===== config.mk =====
export PLATFORM = sky130hd
export DESIGN_NAME = hex_digit_source
export DESIGN_NICKNAME = d
export VERILOG_FILES = /design/src/rtl/hex_digit_source.sv
export SDC_FILE = /design/constraint.sdc
export NUM_CORES = 1
export LEC_CHECK = 0
export BUFFER_PORTS_ARGS = -buffer_cell sky130_fd_sc_hd__buf_2
export CAP_MARGIN = 20
export CORE_ASPECT_RATIO = 0.5
export CORE_MARGIN = 4
export CORE_UTILIZATION = 30
export CTS_BUF_LIST = sky130_fd_sc_hd__clkbuf_8
export DETAILED_ROUTE_END_ITERATION = 8
export GPL_ROUTABILITY_DRIVEN = 0
export PLACE_DENSITY = 0.52
export RECOVER_POWER = 50
export REMOVE_ABC_BUFFERS = 1
export SLEW_MARGIN = 0
export SYNTH_ARGS = -nofsm -noshare
export SYNTH_HDL_FRONTEND = slang
export SYNTH_SLANG_ARGS = --single-unit

===== constraint.sdc =====
create_clock -name clk -period 6.35 [get_ports clk]
set_input_delay 0.635 -clock clk [delete_from_list [all_inputs] [get_ports clk]]
set_output_delay 0.635 -clock clk [all_outputs]
set_load 0.05 [all_outputs]

===== src/rtl/hex_digit_source.sv =====
// Pushbutton front end for the 7-segment path: debounced UP/DOWN/LOAD
// keys edit a registered 4-bit digit, with a strobe per accepted edit.
module hex_digit_source #(
  parameter int DEBOUNCE_CYCLES = 1000000,
  parameter int CNT_W           = 20
) (
  input  logic       clk,
  input  logic       rst,
  input  logic       key_up_n,
  input  logic       key_down_n,
  input  logic       key_load_n,
  input  logic [3:0] sw,
  output logic [3:0] hex_digit,
  output logic       digit_strobe
);

  localparam int UP = 0;
  localparam int DN = 1;
  localparam int LD = 2;

  localparam logic [CNT_W-1:0] CNT_LAST =
    CNT_W'(DEBOUNCE_CYCLES - 1);
  localparam logic [CNT_W-1:0] CNT_ONE = CNT_W'(1);

  logic [2:0] key_raw;
  logic [2:0] key_meta;
  logic [2:0] key_s;
  logic [3:0] sw_meta;
  logic [3:0] sw_s;

  logic [2:0]       stable;
  logic [2:0]       press;
  logic [CNT_W-1:0] cnt     [3];
  logic [CNT_W-1:0] cnt_nxt [3];
  logic [2:0]       flip;
  logic [2:0]       press_nxt;

  logic [3:0] digit_nxt;
  logic       strobe_nxt;

  assign key_raw = {key_load_n, key_down_n, key_up_n};

  // Levels are active-low, so a flip to 0 is a press.
  always_comb begin
    flip      = '0;
    press_nxt = '0;
    for (int k = 0; k < 3; k++) begin
      cnt_nxt[k] = '0;
      flip[k]    = (key_s[k] != stable[k]) &&
                   (cnt[k] == CNT_LAST);
      if (key_s[k] != stable[k] && !flip[k])
        cnt_nxt[k] = cnt[k] + CNT_ONE;
      press_nxt[k] = flip[k] & ~key_s[k];
    end
  end

  always_comb begin
    digit_nxt  = hex_digit;
    strobe_nxt = 1'b0;
    unique case (1'b1)
      press[LD]: begin
        digit_nxt  = sw_s;
        strobe_nxt = 1'b1;
      end
      !press[LD] && press[UP] && !press[DN]: begin
        digit_nxt  = hex_digit + 4'd1;
        strobe_nxt = 1'b1;
      end
      !press[LD] && press[DN] && !press[UP]: begin
        digit_nxt  = hex_digit - 4'd1;
        strobe_nxt = 1'b1;
      end
      default: ;
    endcase
  end

  always_ff @(posedge clk) begin
    if (rst) begin
      key_meta     <= '1;
      key_s        <= '1;
      sw_meta      <= '1;
      sw_s         <= '1;
      stable       <= '1;
      press        <= '0;
      for (int k = 0; k < 3; k++)
        cnt[k] <= '0;
      hex_digit    <= '0;
      digit_strobe <= 1'b0;
    end else begin
      key_meta     <= key_raw;
      key_s        <= key_meta;
      sw_meta      <= sw;
      sw_s         <= sw_meta;
      stable       <= stable ^ flip;
      press        <= press_nxt;
      for (int k = 0; k < 3; k++)
        cnt[k] <= cnt_nxt[k];
      hex_digit    <= digit_nxt;
      digit_strobe <= strobe_nxt;
    end
  end

endmodule

==> results of run 1 <==
-- where the power goes --
| part | internal, mW | switching (mW) | leakage, nW |
|---|---|---|---|
| registers | 0.537 | 0.00203 | 0.688 |
| logic | 0.00541 | 0.00724 | 0.412 |
| clock network | 0.183 | 0.202 | 0.0918 |
-- state kept, by name, indices dropped and copies added, names as in the netlist, named ones only --
| signal | flops |
|---|---|
| cnt | 60 |
| hex_digit | 4 |
| sw_meta | 4 |
| sw_s | 4 |
| key_meta | 3 |
| key_s | 3 |
| press | 3 |
| digit_strobe | 1 |
-- final cells by class --
cell class	count	area share
inverters	13	0.0120
clock buffers	9	0.0306
clock inverters	7	0.0185
multi-input cells	298	0.453
well taps	165	0.0509
repair buffers	14	0.0151
flip-flops and latches	85	0.420
-- cell families after synthesis --
family	synth area share
buffers and inverters	0.0324
xor gates and xnor gates	0.100
muxes	0.00852
AOI/OAI and AO/OA	0.0784
adders and majority gates	0.0136
and+or+nand+nor	0.303
DFF	0.464
-- per-layer routing --
metal	share of wire	track usage
met3	0.027	0.0371
met1	0.51	0.122
met2	0.45	0.170
met4	0.014	0.0400
met5	0	0
-- worst register-to-register path, stage by stage (launching register included) --
cell and delay, ns:
dfxtp_1 0.35, or4b_1 0.56, or4_1 0.51, o21ai_0 1.61, nor2_1 0.12
-- synthesized netlist by cell type (3+ instances only) --
cell      count
clkbuf_1      9
ha_1          4
nand4_1      13
or4_1         9
nor4b_1       6
dfxtp_1      85
and3_1        6
nand3_1      27
or3_1        10
nor3_1       12
nor4_1        8
a21oi_1      19
nor2_1       57
or2_2        15
o21ai_0      13
and4_1        3
or4b_1        3
nand2_1      18
inv_1        13
xnor2_1      28
o31ai_1       7
xor2_1       14
-- stage by stage --
step / util / instance area [um^2]
3_5_place_dp: 0.327 / 3880
5_1_grt: 0.341 / 4050
2_1_floorplan: - / 3600
3_3_place_gp: 0.327 / 3880
6_report: 0.341 / 4050
4_1_cts: 0.343 / 4080
-- how the worst min path moves through the flow --
stage	cells after the start	endpoint	slack (ns)	start
finish	1	sw_s[2]	0.41	sw_meta[2]
floorplan	1	key_s[0]	0.39	key_meta[0]
global placement	1	sw_s[1]	0.39	sw_meta[1]
CTS	1	sw_s[2]	0.42	sw_meta[2]
detailed placement	1	sw_s[2]	0.40	sw_meta[2]
global route	2	sw_meta[2]	0.43	sw[2]
-- placed cells by master (no fill, tap or decap), types with 9 or more instances in the layout --
cell type,synthesis,final
a21oi_1,19,19
nor2_1,57,57
inv_1,13,13
nand2_1,18,18
xor2_1,14,14
or3_1,10,10
nand4_1,13,13
clkbuf_8,0,9
dfxtp_1,85,85
or4_1,9,10
o21ai_0,13,14
nand3_1,27,27
nor3_1,12,12
or2_2,15,15
xnor2_1,28,28
==> flow_summary.ini, run 1 <==
[layout]
multiInputGateArea_um2 = 1840
num_antenna_cells = 0
seq_area_um2 = 1700
nNetsFinal = 434
stdcell_count = 591
fillers = 1247
syn_to_final_growth_pct = 10.4
drive_above_1_share = 0.110

[clock_network]
path_clk_slew_ns = 0.09
hold_buffers = 0
postCtsSetupBuffers = 0
worstSkewPairLatency_ns = 0.36
clock-sinks = 85
root_buffer = clkbuf_8
h-tree-depth = 3
cts_tree = done
ctsResizeCount = 0
cts_buffers = 9
cts.path.max_buffers = 2

[drt]
wl_mm = 6.76
vias = 2805
first_iter_violations = 155
wl_per_cell_um = 11.4
first_pass_iters = 4
antenna_left = 0
avgViaCountPerCell = 4.75
drc = 0

[yosys]
synth.top_cell.area_share = 0.464
yosysUniqueCellTypes = 45
ys.flop_type = dfxtp_1
yosys-top-cells-area = dfxtp_1 (46%), xnor2_1 (6.7%), nor2_1 (5.8%), nand3_1 (3.7%), xor2_1 (3.3%)
synth.largest_area_cell = dfxtp_1
syn_area_um2 = 3670
synth_seq_area_share = 0.464
synth_edf_count = 0
async_reset_ff_frac = 0
synth_cells = 410
syn_avg_cell_area_um2 = 8.95
ys_warn_count = 0
ys_ff_latch = 85

[run_status]
status = finished with violations
violations = capacitance limit, slew limit

[grt]
grt_max_degree = 28
grt_pass1_wl_mm = 11.8
overflow = 0
antenna_found_initial = 0
grt_pass1_vias = 2653
globalRouteTotalUtil = 0.102

[timing]
final.setup_skew_ns = 0.00773
period_share = 0.527
hold_viol = 0
rsz0062_at_grt = no
fin_setup_tns_ns = 0
period_minus_slack_ns = 3.35
setup_violations = 0
relSlewSlack = -0.430
hold_ws_ns = 0.414
worst_slack_ns = 3.00
drv_slew = 20
tightest_slew_ns = 2.12
fmax_mhz = 299

[worst_setup_path]
crit_path_end_kind = flop
worstPathCellList = or4b_1 > or4_1 > o21ai_0 > nor2_1
endpoint = cnt[0][25]
r2r_setup_slack_ns = 3.00
worstPathMaxFanout = 19
crit_slowest_cell = o21ai_0
required_ns = 6.51
reg2reg_depth = 4
cp.arrival_ns = 3.51
rr_endpoint = cnt[0][25]
path_class = reg -> reg
critical-path-max-stage-delay_ns = 1.61
cp.depth = 4
path_buf_inv = 0
reg2reg_from = cnt[0][28]
start_kind = flop
crit_family = compound AO/OA/AOI/OAI gates
startpoint = cnt[0][28]

[placement]
pre_cts_ws_ns = 4.16
placed_cells = 575
port_buffers = 13
hpwl_mm = 4.67

[floorplanning]
boundaryPins = 14
die_h_um = 86.2
die_w_um = 164
core_area_um2 = 11900
rows = 28
start_util = 0.309
die_area_um2 = 14200

[run]
max_cap_violations = 1

[power]
p_leak_nw = 1.19
total_power_mw = 0.936
vdd_drop_max_v = 0.0000864
p_per_area_nw_per_um2 = 231

[hold_path]
min_path_type = reg -> reg
Note: power is estimated with default switching activity, not from simulation.
==> run 2: changes to the inputs <==
==> constraint.sdc (replaced) <==
create_clock -name clk -period 3.41 [get_ports clk]
set_input_delay 0.341 -clock clk [delete_from_list [all_inputs] [get_ports clk]]
set_output_delay 0.341 -clock clk [all_outputs]
set_load 0.05 [all_outputs]
==> run 2 against run 1 <==
  * Global-route usage hardly changed
  * Design area up 0.28%
  * Largest power group unchanged
  * The run now ends clean
  * Highest routed layer unchanged
  * Count of clock-buffer cells in the layout did not move
  * Largest cell class unchanged
  * Critical endpoint is now cnt[0][2]
  * Utilization is 0.095 points higher
==> flow_summary.ini, run 2 (synthesis results as in run 1) <==
[run_status]
status = complete, no violations

[timing]
drv_slew = 0
period_share = 0.697
relSlewSlack = 0.362
fmax_mhz = 421
setup_violations = 0
rsz0062_at_grt = no
hold_ws_ns = 0.161
tightest_slew_ns = 0.957
period_minus_slack_ns = 2.38
final.setup_skew_ns = 0.00677
fin_setup_tns_ns = 0
hold_viol = 0

[power]
clockPowerShare = 0.410
swShare = 0.224
vdd_drop_max_v = 0.000155
p_leak_nw = 1.19
switchingPower_mw = 0.390
power.internal_mw = 1.35
combPwrFrac = 0.014
p_per_area_nw_per_um2 = 428
power_frac_seq = 0.577

[clock_network]
clock-sinks = 85
h-tree-depth = 3
worstSkewPairLatency_ns = 0.35
root_buffer = clkbuf_8
hold_buffers = 0
path_clk_slew_ns = 0.09
cts_buffers = 9
postCtsSetupBuffers = 0
cts.path.max_buffers = 2
cts_tree = done
ctsResizeCount = 0

[drt]
first_iter_violations = 97
wl_per_cell_um = 11.2
first_pass_iters = 4
antenna_left = 0
vias = 2753
drc = 0
wl_mm = 6.63
avgViaCountPerCell = 4.66

[worst_setup_path]
worstPathCellList = ha_1 > nand3_1 > o211ai_1 > clkbuf_1 > nor2_1
reg2reg_depth = 5
reg2reg_from = cnt[0][0]
cp.arrival_ns = 2.60
start_kind = flop
crit_slowest_cell = clkbuf_1
critical-path-max-stage-delay_ns = 0.55
worstPathMaxFanout = 15
path_class = reg -> reg
rr_endpoint = cnt[0][2]
r2r_setup_slack_ns = 1.03
crit_path_end_kind = flop
required_ns = 3.63
path_buf_inv = 1
crit_family = buffers and inverters

[grt]
grt_max_degree = 28
grt_pass1_vias = 2566
antenna_found_initial = 0
overflow = 0
grt_pass1_wl_mm = 12.0
globalRouteTotalUtil = 0.103

[layout]
largest_reg_flops = 60
top_register = cnt
multiInputGateArea_um2 = 1850
final_cell_mix = dfxtp_1 (85), nor2_1 (57), xnor2_1 (28), nand3_1 (27), a21oi_1 (19)
drive_above_1_share = 0.113
fillers = 1254
nNetsFinal = 434
syn_to_final_growth_pct = 10.7
finish.utilization = 0.342
stdcell_count = 591
final_common_cell = dfxtp_1
seq_area_um2 = 1700
num_antenna_cells = 0

[floorplanning]
die_area_um2 = 14200
boundaryPins = 14
die_w_um = 164
die_h_um = 86.2
core_area_um2 = 11900
rows = 28
start_util = 0.309

[run]
max_cap_violations = 0

[placement]
placed_cells = 575
hpwl_mm = 4.57
port_buffers = 13

[hold_path]
min_delay_path_depth = 2
min_path_type = in -> reg
min-delay-start = key_down_n
whs_endpoint = key_meta[1]
-- run 2: worst max path at each step --
stage,startpoint,to,depth (start not counted)
after global routing,cnt[0][0],cnt[0][2],5
after CTS,cnt[0][49],cnt[0][45],4
after floorplan,hex_digit[1],hex_digit[2],6
after detailed placement,cnt[0][49],cnt[0][51],4
final,cnt[0][0],cnt[0][2],5
after global placement,cnt[0][51],cnt[0][42],4
-- run 2: layer usage --
| layer | global-route usage | part of all wire | up-vias |
|---|---|---|---|
| li1 | - | - | 1469 |
| met1 | 0.133 | 0.51 | 1259 |
| met2 | 0.160 | 0.44 | 16 |
| met3 | 0.0371 | 0.027 | 9 |
| met4 | 0.0362 | 0.017 | 0 |
| met5 | 0 | 0 | - |
-- run 2: final cells by class --
type / instances / area share
Clock buffer: 9 / 0.0305
Inverter: 13 / 0.0120
Clock inverter: 7 / 0.0185
Tap cell: 165 / 0.0508
Multi-Input combinational cell: 298 / 0.454
Timing Repair Buffer: 14 / 0.0151
Sequential cell: 85 / 0.419
-- run 2: per-stage QoR --
stage	power (mW)	instance area, um^2	worst slack [ns]
after detailed placement	1.05	3880	1.18
final	1.74	4060	1.03
after global routing	1.82	4060	0.810
after CTS	1.77	4080	1.14
after floorplan	1.04	3600	1.40
after global placement	1.05	3880	1.23
-- run 2: power groups by stage --
stage / registers [mW] / logic [mW] / clock network [mW]
3_5_place_dp: 1.03 / 0.0256 / 0
2_1_floorplan: 1.03 / 0.0133 / 0
4_1_cts: 1.00 / 0.0257 / 0.744
6_report: 1.00 / 0.0241 / 0.713
5_1_grt: 1.01 / 0.0284 / 0.781
3_3_place_gp: 1.03 / 0.0256 / 0
==> run 3: changes to the inputs <==
--- a/config.mk
+++ b/config.mk
@@ -13,7 +13,7 @@
 export CTS_BUF_LIST = sky130_fd_sc_hd__clkbuf_8
 export DETAILED_ROUTE_END_ITERATION = 8
 export GPL_ROUTABILITY_DRIVEN = 0
-export PLACE_DENSITY = 0.52
+export PLACE_DENSITY = 0.53
 export RECOVER_POWER = 50
 export REMOVE_ABC_BUFFERS = 1
 export SLEW_MARGIN = 0
==> constraint.sdc (replaced) <==
create_clock -name clk -period 2.1 [get_ports clk]
set_input_delay 0.21 -clock clk [delete_from_list [all_inputs] [get_ports clk]]
set_output_delay 0.21 -clock clk [all_outputs]
set_load 0.05 [all_outputs]
==> run 3 against run 2 <==
  * Sequential power grew 63%
  * Via count rose by 3.2%
  * Utilization increased by 1.6 points
  * Die area unchanged
  * Worst hold slack worse by 0.14 ns
  * Sequential cell count did not move
  * Setup slack got worse by 0.89 ns
  * Clock skew grew 0.0059 ns
  * Maximum frequency rose by 22%
  * Non-clock buffer count up 17
  * First-iteration DRC count grew 6.2%
  * Critical path type unchanged
  * Largest cell class unchanged
  * Highest routed layer unchanged
==> flow_summary.ini, run 3 (synthesis results as in run 1) <==
[clock_network]
clock-sinks = 85
path_clk_slew_ns = 0.09
worstSkewPairLatency_ns = 0.36
cts_buffers = 9
h-tree-depth = 3
cts_tree = done
cts.path.max_buffers = 2
root_buffer = clkbuf_8

[worst_setup_path]
crit_family = simple AND/OR/NAND/NOR gates
crit_slowest_cell = or4_1
path_class = reg -> reg
worstPathMaxFanout = 7
reg2reg_from = cnt[0][41]
required_ns = 2.40
path_buf_inv = 0
start_kind = flop
cp.arrival_ns = 2.25
r2r_setup_slack_ns = 0.15
reg2reg_depth = 5
worstPathCellList = ha_1 > nand2_1 > or3_1 > or4_1 > a21oi_1
crit_path_end_kind = flop
critical-path-max-stage-delay_ns = 0.50
rr_endpoint = cnt[0][58]

[grt]
grt_pass1_vias = 2553
globalRouteTotalUtil = 0.101
grt_max_degree = 28
antenna_found_initial = 0
overflow = 0
grt_pass1_wl_mm = 11.7

[power]
p_per_area_nw_per_um2 = 694
total_power_mw = 2.95
p_leak_nw = 1.33
vdd_drop_max_v = 0.000297

[drt]
first_iter_violations = 103
avgViaCountPerCell = 4.67
vias = 2842
wl_per_cell_um = 11.0
wl_mm = 6.68
antenna_left = 0
drc = 0
first_pass_iters = 4

[placement]
placed_cells = 591
port_buffers = 13
hpwl_mm = 4.60

[layout]
top_register = cnt
nNetsFinal = 451
drive_above_1_share = 0.163
largest_reg_flops = 60
final_cell_mix = dfxtp_1 (85), nor2_1 (57), xnor2_1 (28), nand3_1 (27), a21oi_1 (19)
num_antenna_cells = 0
stdcell_count = 608
finish.utilization = 0.359
syn_to_final_growth_pct = 16.0
final_common_cell = dfxtp_1

[timing]
fin_setup_tns_ns = 0
rsz0062_at_grt = yes
drv_slew = 0
setup_violations = 0
period_share = 0.929
fmax_mhz = 512
tightest_slew_ns = 0.598
hold_viol = 0
final.setup_skew_ns = 0.0127
relSlewSlack = 0.603
hold_ws_ns = 0.0253
period_minus_slack_ns = 1.95

[floorplanning]
boundaryPins = 14
die_h_um = 86.2
core_area_um2 = 11900
die_w_um = 164
start_util = 0.309
rows = 28
die_area_um2 = 14200

[hold_path]
min-delay-start = key_down_n
whs_endpoint = key_meta[1]
min_path_type = in -> reg
min_delay_path_depth = 2

[run]
max_cap_violations = 0

[run_status]
status = complete, no violations
-- run 3: changes by cell type in the layout (fill, tap and decap cells not counted), sizes merged --
cell         previous run  this run
dlygate4sd3             0         1
clkinvlp                3         0
bufinv                  1         2
clkinv                  2         4
buf                     7        26
clkbuf                 16        13
-- run 3: power by group --
group,internal (mW),total (mW),switching [mW]
logic,0.0229,0.0475,0.0246
registers,1.62,1.63,0.00503
clock network,0.678,1.28,0.601
-- run 3: how the worst max path moves through the flow --
stage                     slack [ns]          from            to  depth (start not counted)
after floorplan                 0.09  hex_digit[1]  hex_digit[2]                          6
after global placement          0.15      press[1]  hex_digit[2]                          7
after detailed placement        0.07      press[1]  hex_digit[2]                          7
after CTS                       0.04      press[1]  hex_digit[2]                          7
after global routing          -0.009      press[1]  hex_digit[2]                          7
final                           0.15    cnt[0][41]    cnt[0][58]                          5
-- run 3: timing repair --
action / in CTS / in global routing
gates resized for setup: 0 / 4
setup endpoints to repair: 0 / 2
buffers inserted: 0 / 0
hold buffers: 1 / 0
endpoints found under the hold margin: 1 / 0
-- run 3: through the flow --
stage	setup WS (ns)	cell area (um^2)
4_1_cts	0.0426	4250
6_report	0.148	4260
5_1_grt	-0.00871	4260
2_1_floorplan	0.0924	3600
3_5_place_dp	0.0712	4010
3_3_place_gp	0.153	4010
-- run 3: metal layers --
metal	vias up	track usage	wire length [um]
met5	-	0	0
met4	0	0.0385	102
met3	8	0.0328	179
met2	19	0.151	2880
met1	1298	0.135	3520
li1	1517	-	-
-- run 3: cell type report --
class | count | area [um^2]
Inverter | 13 | 48.8
Clock inverter | 7 | 98.8
Multi-Input combinational cell | 298 | 1870
Fill cell | 1210 | 7620
Sequential cell | 85 | 1700
Tap cell | 165 | 206
Timing Repair Buffer | 31 | 210
Clock buffer | 9 | 124
